==> config.mk <==
export PLATFORM = sky130hd
export DESIGN_NAME = frame_capture_sched
export DESIGN_NICKNAME = d
export VERILOG_FILES = /design/src/rtl/vip_sched_pkg.sv /design/src/rtl/vsync_fall_det.sv /design/src/rtl/frame_capture_sched.sv
export SDC_FILE = /design/constraint.sdc
export NUM_CORES = 1
export LEC_CHECK = 0
export CAP_MARGIN = 20
export CORE_ASPECT_RATIO = 1.25
export CORE_UTILIZATION = 50
export DETAILED_ROUTE_END_ITERATION = 12
export HOLD_SLACK_MARGIN = 0.08
export PLACE_DENSITY = 0.86
export REMOVE_ABC_BUFFERS = 1
export SYNTH_ARGS = -nofsm -noshare
export SYNTH_HDL_FRONTEND = slang
export SYNTH_SLANG_ARGS = --single-unit
==> constraint.sdc <==
create_clock -name clk -period 3.6 [get_ports clk]
set_clock_uncertainty 0.15 [all_clocks]
set_input_delay 0.36 -clock clk [delete_from_list [all_inputs] [get_ports clk]]
set_output_delay 0.36 -clock clk [all_outputs]
set_load 0.05 [all_outputs]
==> src/rtl/vip_sched_pkg.sv <==
// Shared types and constants for the multi-channel frame capture scheduler.
package vip_sched_pkg;

  localparam int N_CH   = 3;
  localparam int PIX_W  = 24;
  localparam int ADDR_W = 19;
  localparam int CH_W   = 2;

  typedef enum logic [2:0] {
    S_IDLE,
    S_SELECT,
    S_ARM,
    S_CAPTURE,
    S_NEXT,
    S_FINISH
  } state_e;

  typedef struct packed {
    logic            found;
    logic [CH_W-1:0] idx;
  } pick_t;

  // Lowest set bit of the pending mask; found=0 when nothing is pending.
  function automatic pick_t pick_lowest(input logic [N_CH-1:0] pend);
    pick_t p;
    p = '0;
    for (int k = N_CH - 1; k >= 0; k--) begin
      if (pend[k]) begin
        p.found = 1'b1;
        p.idx   = CH_W'(k);
      end
    end
    return p;
  endfunction

endpackage

==> src/rtl/vsync_fall_det.sv <==
// Registers one vsync line and flags its 1->0 transition in the current cycle.
module vsync_fall_det (
  input  logic clk,
  input  logic rst,
  input  logic vsync,
  output logic fall
);

  logic vs_q, vs_d;

  always_comb vs_d = vsync;

  always_ff @(posedge clk) begin
    if (rst) vs_q <= 1'b0;
    else     vs_q <= vs_d;
  end

  assign fall = vs_q & ~vsync;

endmodule

==> src/rtl/frame_capture_sched.sv <==
// Captures one frame per selected channel, lowest channel first, into a shared
// frame-buffer write port with a fixed one-cycle write latency.
module frame_capture_sched
  import vip_sched_pkg::*;
#(
  parameter int IMG_HDISP = 640,
  parameter int IMG_VDISP = 480
) (
  input  logic                   clk,
  input  logic                   rst,
  input  logic                   start,
  input  logic                   abort,
  input  logic [N_CH-1:0]        ch_mask,
  input  logic [N_CH-1:0]        ch_vsync,
  input  logic [N_CH-1:0]        ch_href,
  input  logic [N_CH-1:0]        ch_clken,
  input  logic [N_CH*PIX_W-1:0]  ch_data,
  output logic                   wr_en,
  output logic [CH_W-1:0]        wr_ch,
  output logic [ADDR_W-1:0]      wr_addr,
  output logic [PIX_W-1:0]       wr_data,
  output logic                   busy,
  output logic                   done,
  output logic [N_CH-1:0]        frame_err
);

  localparam logic [ADDR_W-1:0] FRAME_PIX = ADDR_W'(IMG_HDISP * IMG_VDISP);

  state_e                   state_q, state_d;
  logic [N_CH-1:0]          mask_q, mask_d, served_q, served_d, err_q, err_d;
  logic [CH_W-1:0]          sel_q, sel_d, wr_ch_q, wr_ch_d;
  logic [ADDR_W-1:0]        cnt_q, cnt_d, wr_addr_q, wr_addr_d;
  logic [PIX_W-1:0]         wr_data_q, wr_data_d;
  logic                     busy_q, busy_d, done_q, done_d, wr_en_q, wr_en_d;
  logic [N_CH-1:0]          vs_fall;
  logic [N_CH-1:0][PIX_W-1:0] data_arr;
  logic                     beat;
  pick_t                    pick;

  vsync_fall_det u_vfd [N_CH-1:0] (
    .clk   (clk),
    .rst   (rst),
    .vsync (ch_vsync),
    .fall  (vs_fall)
  );

  assign data_arr = ch_data;
  assign beat     = ch_href[sel_q] & ch_clken[sel_q];

  always_comb begin
    state_d   = state_q;
    mask_d    = mask_q;
    served_d  = served_q;
    err_d     = err_q;
    sel_d     = sel_q;
    cnt_d     = cnt_q;
    busy_d    = busy_q;
    done_d    = 1'b0;
    wr_en_d   = 1'b0;
    wr_ch_d   = wr_ch_q;
    wr_addr_d = wr_addr_q;
    wr_data_d = wr_data_q;
    pick      = pick_lowest(mask_q & ~served_q);

    case (state_q)
      S_IDLE: if (start) begin
        mask_d   = ch_mask;
        served_d = '0;
        err_d    = '0;
        busy_d   = 1'b1;
        state_d  = S_SELECT;
      end
      S_SELECT: begin
        sel_d   = pick.found ? pick.idx : sel_q;
        state_d = pick.found ? S_ARM : S_FINISH;
      end
      S_ARM: if (vs_fall[sel_q]) begin
        cnt_d   = '0;
        state_d = S_CAPTURE;
      end
      S_CAPTURE: begin
        // A new vsync before the frame is complete means the source cut it short.
        if (vs_fall[sel_q]) begin
          err_d[sel_q] = 1'b1;
          state_d      = S_NEXT;
        end else if (beat && cnt_q != FRAME_PIX) begin
          wr_en_d   = 1'b1;
          wr_ch_d   = sel_q;
          wr_addr_d = cnt_q;
          wr_data_d = data_arr[sel_q];
          cnt_d     = cnt_q + ADDR_W'(1);
          if (cnt_d == FRAME_PIX) state_d = S_NEXT;
        end
      end
      S_NEXT: begin
        served_d[sel_q] = 1'b1;
        state_d         = S_SELECT;
      end
      S_FINISH: begin
        done_d  = 1'b1;
        busy_d  = 1'b0;
        state_d = S_IDLE;
      end
      default: state_d = S_IDLE;
    endcase

    // Abort drops any new write and done, but keeps the error history.
    if (abort && state_q != S_IDLE) begin
      state_d = S_IDLE;
      busy_d  = 1'b0;
      done_d  = 1'b0;
      wr_en_d = 1'b0;
      err_d   = err_q;
    end
  end

  always_ff @(posedge clk) begin
    if (rst) begin
      state_q   <= S_IDLE;
      mask_q    <= '0;
      served_q  <= '0;
      err_q     <= '0;
      sel_q     <= '0;
      cnt_q     <= '0;
      busy_q    <= 1'b0;
      done_q    <= 1'b0;
      wr_en_q   <= 1'b0;
      wr_ch_q   <= '0;
      wr_addr_q <= '0;
      wr_data_q <= '0;
    end else begin
      state_q   <= state_d;
      mask_q    <= mask_d;
      served_q  <= served_d;
      err_q     <= err_d;
      sel_q     <= sel_d;
      cnt_q     <= cnt_d;
      busy_q    <= busy_d;
      done_q    <= done_d;
      wr_en_q   <= wr_en_d;
      wr_ch_q   <= wr_ch_d;
      wr_addr_q <= wr_addr_d;
      wr_data_q <= wr_data_d;
    end
  end

  assign wr_en     = wr_en_q;
  assign wr_ch     = wr_ch_q;
  assign wr_addr   = wr_addr_q;
  assign wr_data   = wr_data_q;
  assign busy      = busy_q;
  assign done      = done_q;
  assign frame_err = err_q;

endmodule

; After elaboration in Yosys (flattened, before gate mapping)
; Cells that the tools add are included.
[op_classes]
addsub = 1
magnitude_cmp = 2
n_eq_ne = 14
n_mux = 32
bitwise = 14
n_reduce_logical = 19
[ops]
columns = cell, count
row1 = $mux 19, 3
row2 = $bmux 24 s2, 1
row3 = $pmux 19 s2, 1
row4 = $mux 3, 11
row5 = $mux 24, 1
row6 = $add 19x1->19 const B, 1
row7 = $eq 19x19->1 const B, 1
row8 = $ne 19x19->1 const B, 1
row9 = $pmux 3 s5, 1
row10 = $pmux 3 s2, 2
row11 = $reduce_and 4->1, 3
row12 = $ne 2x2->1 const B, 5
row13 = $reduce_and 2->1, 4
row14 = $reduce_bool 2->1, 4
row15 = $mux 1, 7
row16 = $bmux 1 s2, 3
row17 = $eq 3x2->1 const B, 2
row18 = $eq 3x3->1 const B, 2
row19 = $ne 3x3->1 const B, 2
row20 = $not 1->1, 6
row21 = $or 3x3->3, 2
row22 = $and 1x1->1, 4
row23 = $reduce_or 4->1, 1
row24 = $and 3x3->3, 1
row25 = 11 further kinds, 13
[totals]
reg_bits = 84
in_bits = 88
output_inout_bits = 51
elab_cells = 97

; Logic depth before layout (Yosys ltp)
; Gate-level depths: netlist of run 1.
[logic_depth]
word_depth = 7
mapped_depth = 12
mapped_depth_nobuf = 9

; Cells and area by module
; From an unflattened synthesis of run 1, not the netlist that was laid out.
[unflattened]
hier_cells = 539
hier_area_um2 = 4330.4
[by_module_without_submodules]
columns = mod, instances, cells_each, area_each_um2, seq_area_each_um2
row1 = frame_capture_sched, 1, 530, 4225.3, 1621.6
row2 = vsync_fall_det, 3, 3, 35.0, 20.0

; Worst setup path after synthesis of run 1
; Ideal clock, no wire load.
[synth_timing]
path_kind = flip-flop to flip-flop
startpoint = reg cnt_q[0]
endpoint = reg wr_data_q[10], in the netlist wr_data[10]
setup_ns = 0.132
arrival_time_ns = 2.182
t_required_ns = 3.318
path_slack_ns = 1.136
path_stages_with_launch = 13
path_buffers = 3
synth_period_minus_slack_ns = 2.464
cell_sequence = dfxtp_1 > inv_1 > ha_1 > and4b_1 > nand4_1 > nor3_2 > or2_1 > buf_6 > or2_2 > buf_4 > buf_4 > a211oi_1 > nor3_1
[synth_between]
elab_chain_cells = 3
[synth_lines]
columns = element, line_no
row1 = start: declaration, frame_capture_sched.sv:32  ; logic [ADDR_W-1:0] cnt_q, cnt_d, wr_addr_q, wr_addr_d;
row2 = start signal: assignment, frame_capture_sched.sv:137  ; cnt_q <= cnt_d;
row3 = $ne 19x19->1, frame_capture_sched.sv:86  ; end else if (beat && cnt_q != FRAME_PIX) begin
row4 = $logic_and 1x1->1, frame_capture_sched.sv:86
row5 = $reduce_and 3->1 (no line), --
row6 = end signal: assignment, frame_capture_sched.sv:143  ; wr_data_q <= wr_data_d;
row7 = end: declaration, frame_capture_sched.sv:33  ; logic [PIX_W-1:0] wr_data_q, wr_data_d;
; No other way between the ends.
; A chain may end at the register's enable or synchronous reset.

; Worst setup path in the final report of run 1
[layout_timing]
startpoint = reg cnt_q[3]
endpoint = reg wr_data_q[22], in the netlist wr_data[22]
; Same word-level chain as after synthesis.

==> results.toml, run 1 <==
[clock_network]
cts_made_buffers = 9
clockBufferDepth = 2
clk_latency_ps = 360
ctsResizeCount = 0
root_buffer = "clkbuf_8"
clock-sinks = 84
holdBufCountCts = 0
cts_setup_buffers = 0
cts_tree = "built"
clk_pin_slew_ps = 80
h-tree-depth = 3

[route]
ant_nets = 0
drtIter0Drc = 253
drc = 0
via_per_inst = 5.966
dr.pass1.iters = 5
wl_mm = 12.98
vias = 4528
wl_per_cell_um = 17.11

[place]
port_buffers = 138
gp_congestion = 1.131
placedCellCount = 745
place_hpwl_mm = 9.493

[yosys]
synth_seq_cells = 84
yosysTopAreaCellShare_pct = 38.98
synth_cells = 551
synth_cell_types = 55
netlist_area_um2 = 4314
synth_area_leader_cell = "dfxtp_1"
synth_warnings = 0
synth_area_leaders = "dfxtp_1 39%, nor2_1 8.2%, a21oi_1 6.3%, mux2i_1 6.0%, nand2_1 5.5%"
async_flop_share_pct = 0
yosysSeqAreaShare_pct = 38.98
synth.avg_cell_area_um2 = 7.830
synthFlopType = "dfxtp_1"
synth_edf_count = 0

[worst_setup_path]
crit_required_ps = 3720
crit_fanout = 46
worstSetupPathType = "reg2reg"
start_kind = "register"
endpoint_kind = "register"
cp.arrival_ps = 3190

[sta]
slew_viol_final = 0
fin_crit_ps = 3068
whs_ps = 305.8
finalHoldViolations = 0
fin_tns_setup_ps = 0
rsz0062_at_grt = "no"
clock.fmax_ghz = 0.3260
slew_headroom_pct = 39.70
finalCritPeriodShare_pct = 85.22
tightest_slew_ps = 904.5
setup_violations = 0

[global_routing]
grt_max_degree = 47
grt_usage_pct = 28.57
antenna_found_initial = 0
grt_pass1_vias = 4197
grt_pass1_wl_mm = 20.35
overflow = 0

[pwr]
leakage_nw = 1.891
peakVddDrop_mv = 0.1959
power_mw = 2.228
p_per_area_nw_per_um2 = 384.4

[finish]
area_growth_pct = 34.37
multi_input_area_um2 = 2352
diodes = 0
drive_gt1_share_pct = 5.891
instances_no_fill = 759
final_nets = 749
regArea_um2 = 1683
final_util_pct = 69.95
layout_commonest_cell = "clkdlybuf4s50_1"
most-common-layout-cells = "137 x clkdlybuf4s50_1, 93 x nor2_1, 83 x dfxtp_1"
nFillCells = 642

[flow_run]
maxCapViolations = 0

[worst_hold_path]
hold_path.class = "reg2reg"

[status]
status = "completed"

[floorplan]
die_w_um = 85.08
dieArea_um2 = 9006
core_um2 = 8287
rows = 37
ioPinCount = 139
die_h_um = 105.9
initial_core_util_pct = 52.06
## cells by family after synthesis
family          count (synthesis)  share of synthesized area [%]
xor+xnor                        4                         0.8120
flops                          84                          38.98
simple gates                  253                          28.36
buf+inv                        54                          6.729
fa+ha+maj                       2                         0.5800
compound gates                128                          18.50
mux                            26                          6.032
## Yosys cell counts, types with 3 or more instances
| cell | instances |
|---|---|
| a211oi_1 | 26 |
| a21oi_1 | 54 |
| a311oi_1 | 9 |
| a31oi_1 | 7 |
| buf_1 | 4 |
| buf_2 | 10 |
| buf_4 | 4 |
| buf_6 | 8 |
| clkbuf_1 | 22 |
| dfxtp_1 | 84 |
| inv_1 | 6 |
| mux2i_1 | 26 |
| nand2_1 | 63 |
| nand3_1 | 12 |
| nand3b_1 | 3 |
| nor2_1 | 94 |
| nor2b_1 | 8 |
| nor3_1 | 38 |
| nor4_1 | 4 |
| o21a_1 | 4 |
| o21ai_0 | 15 |
| or2_2 | 3 |
| xnor2_1 | 4 |
## layer usage
metal,share of wire [%],track usage (%),vias up
met5,0,0,-
met4,4.3,14.29,0
met3,9.3,6.656,47
met2,48,48.56,239
met1,38,33.38,2087
li1,-,-,2155
## sequential cells by signal (all words and copies together), names as in the netlist
register and count:
wr_en 1, wr_ch 2, state_q 3, wr_addr 19, done 1, served_q 3, cnt_q 19, u_vfd.vs_q 3
frame_err 3, sel_q 2, mask_q 3, busy 1, wr_data 24
## metrics by stage
step           cell area, um^2  setup WS, ps
2_1_floorplan             4046         -1305
3_3_place_gp              5608         729.6
3_5_place_dp              5608         587.8
4_1_cts                   5797         557.1
5_1_grt                   5797         352.3
6_report                  5797         532.0
## layout make-up
| type | instances | area share, % |
|---|---|---|
| Inverter | 6 | 0.3885 |
| Multi-Input combinational cell | 413 | 40.58 |
| Clock inverter | 4 | 0.8850 |
| Clock buffer | 10 | 2.374 |
| Timing Repair Buffer | 145 | 24.65 |
| Sequential cell | 84 | 29.03 |
| Tap cell | 97 | 2.094 |
## where the power goes
part | internal [mW] | switching [mW] | total [mW] | leakage, nW
Clock | 0.332 | 0.334 | 0.666 | 0.0942
Combinational | 0.236 | 0.305 | 0.542 | 1.12
Sequential | 0.970 | 0.0514 | 1.02 | 0.679
Total | 1.54 | 0.690 | 2.23 | 1.89
## final timing paths
path                                  from  depth (start not counted)                       end  slack, ps
setup / recovery     cnt_q[3]$_SDFFE_PP0P_                          7  wr_data[22]$_SDFFE_PP0P_        530
hold / removal    wr_addr[12]$_SDFFE_PP0P_                          2  wr_addr[12]$_SDFFE_PP0P_        310
setup reg to reg     cnt_q[3]$_SDFFE_PP0P_                          7  wr_data[22]$_SDFFE_PP0P_        530
hold reg to reg   wr_addr[12]$_SDFFE_PP0P_                          2  wr_addr[12]$_SDFFE_PP0P_        310
## worst max-delay path: stages (launching register included)
cell	delay, ps
dfxtp_1	420
nor4_1	540
nand4_1	180
nor3_2	230
or2_1	320
or2_2	780
a211oi_1	150
nor3_1	210
Power figures use the tool's default switching activity.
==> run 2, diff against run 1 <==
--- a/config.mk
+++ b/config.mk
@@ -9,6 +9,7 @@
 export CORE_ASPECT_RATIO = 1.25
-export CORE_UTILIZATION = 50
+export CORE_UTILIZATION = 60
 export DETAILED_ROUTE_END_ITERATION = 12
+export DONT_BUFFER_PORTS = 1
 export HOLD_SLACK_MARGIN = 0.08
-export PLACE_DENSITY = 0.86
+export PLACE_DENSITY = 0.76
 export REMOVE_ABC_BUFFERS = 1
==> constraint.sdc (replaced) <==
create_clock -name clk -period 3.6 [get_ports clk]
set_clock_uncertainty 0.15 [all_clocks]
set_input_delay 0.72 -clock clk [delete_from_list [all_inputs] [get_ports clk]]
set_output_delay 0.72 -clock clk [all_outputs]
set_load 0.05 [all_outputs]
==> run 2 against run 1 <==
  * Via count shrank 16%
  * Sequential share of layout area grew 8.7 points
  * Register-to-register slack gained 200 ps
  * Combinational power shrank 41%
  * Utilization shrank 6.0 points
  * Hold slack lost 26 ps
  * Critical endpoint is now wr_data[18]$_SDFFE_PP0P_
==> results.toml, run 2 (synthesis results as in run 1) <==
[status]
status = "completed"

[route]
drtIter0Drc = 243
wl_per_cell_um = 17.08
ant_nets = 0
via_per_inst = 6.174
wl_mm = 10.51
drc = 0
dr.pass1.iters = 4
vias = 3797

[flow_run]
maxCapViolations = 0

[finish]
area_growth_pct = 3.480
most-common-layout-cells = "93 x nor2_1, 83 x dfxtp_1, 63 x nand2_1"
final_nets = 610
diodes = 0
final_util_pct = 63.99
drive_gt1_share_pct = 7.238
final_area_um2 = 4464
layout_commonest_cell = "nor2_1"
largest_register_ffs = 24

[global_routing]
antenna_found_initial = 0
overflow = 0
grt_max_degree = 77
grt_usage_pct = 28.26
grt_pass1_wl_mm = 16.91
grt_pass1_vias = 3457

[sta]
slew_viol_final = 0
fin_crit_ps = 2863
rsz0062_at_grt = "no"
setup_violations = 0
finalHoldViolations = 0
finalCritPeriodShare_pct = 79.53
clock.fmax_ghz = 0.3493
whs_ps = 279.6
tightest_slew_ps = 887.5
slew_headroom_pct = 40.83

[worst_setup_path]
crit_fanout = 46
r2r_slack_ps = 740
worstSetupPathType = "reg2reg"
crit_buf_inv = 1
cpMaxStageDelayCell = "or2_2"
reg2reg_from = "cnt_q[0]$_SDFFE_PP0P_"
crit_required_ps = 3680
worstReg2RegEnd = "wr_data[18]$_SDFFE_PP0P_"
crit_path_max_incr_delay_ps = 670
cp.arrival_ps = 2950
start_kind = "register"
path_cells = "inv_1, ha_1, and4b_1, nand4_1, nor3_2, or2_1, or2_2, a211oi_1, nor3_1"
rr_worst_depth = 9
crit_family = "simple AND/OR/NAND/NOR gates"
endpoint_kind = "register"

[pwr]
leakage_nw = 1.403
power_mw = 2.235
p_per_area_nw_per_um2 = 500.7
peakVddDrop_mv = 0.2438

[worst_hold_path]
whs_path_depth = 1
worstHoldStart = "rst"
whs_endpoint = "wr_addr[8]$_SDFFE_PP0P_"
hold_path.class = "in2reg"

[clock_network]
cts_made_buffers = 9
clk_pin_slew_ps = 80
ctsResizeCount = 0
cts_tree = "built"
clockBufferDepth = 2
holdBufCountCts = 0
clk_latency_ps = 350
clock-sinks = 84
root_buffer = "clkbuf_8"
cts_setup_buffers = 0
h-tree-depth = 3

[floorplan]
core_um2 = 6977
initial_core_util_pct = 61.84
rows = 34
die_w_um = 77.85
ioPinCount = 139
die_h_um = 96.81
dieArea_um2 = 7536

[place]
place_hpwl_mm = 7.237
place_area_um2 = 4215
gp_congestion = 0.9110
port_buffers = 0
## run 2: worst max-delay path by stage
stage | cells past startpoint | from | end | slack, ps
2_1_floorplan | 6 | sel_q[1]$_SDFFE_PP0P_ | cnt_q[5]$_SDFFE_PP0P_ | -1310
3_3_place_gp | 7 | ch_href[2] | wr_data[1]$_SDFFE_PP0P_ | 790
3_5_place_dp | 7 | ch_href[2] | wr_ch[0]$_SDFFE_PP0P_ | 720
4_1_cts | 9 | cnt_q[0]$_SDFFE_PP0P_ | wr_data[18]$_SDFFE_PP0P_ | 720
5_1_grt | 7 | sel_q[0]$_SDFFE_PP0P_ | wr_data[22]$_SDFFE_PP0P_ | 420
6_report | 9 | cnt_q[0]$_SDFFE_PP0P_ | wr_data[18]$_SDFFE_PP0P_ | 740
## run 2: final cells by class
class / count / area [um^2]
multi-input combinational: 413 / 2352
fill: 621 / 2512
clock buffer: 11 / 141.4
inverter: 6 / 22.52
timing repair buffer: 6 / 45.04
clock inverter: 5 / 107.6
sequential: 84 / 1683
tap: 90 / 112.6
## run 2: power by group
| group | total, mW | switching, mW | leakage, nW | internal [mW] |
|---|---|---|---|---|
| registers | 1.09 | 0.121 | 0.679 | 0.969 |
| clock network | 0.825 | 0.341 | 0.124 | 0.484 |
| logic | 0.319 | 0.193 | 0.599 | 0.126 |
## run 2: through the flow
step                TNS [ps]  setup slack, ps  cells
global placement           0            789.0    599
global route               0            424.4    615
detailed placement         0            716.6    599
CTS                        0            724.1    615
floorplan             -61360            -1305    503
finish                     0            736.8    615
## run 2: metal layers
layer | up-vias | share of wire (%) | GRT usage (%)
met5 | - | 0 | 0
met4 | 0 | 2.5 | 11.61
met3 | 22 | 8.6 | 9.151
met2 | 143 | 48 | 46.70
met1 | 1744 | 40 | 33.39
li1 | 1888 | - | -
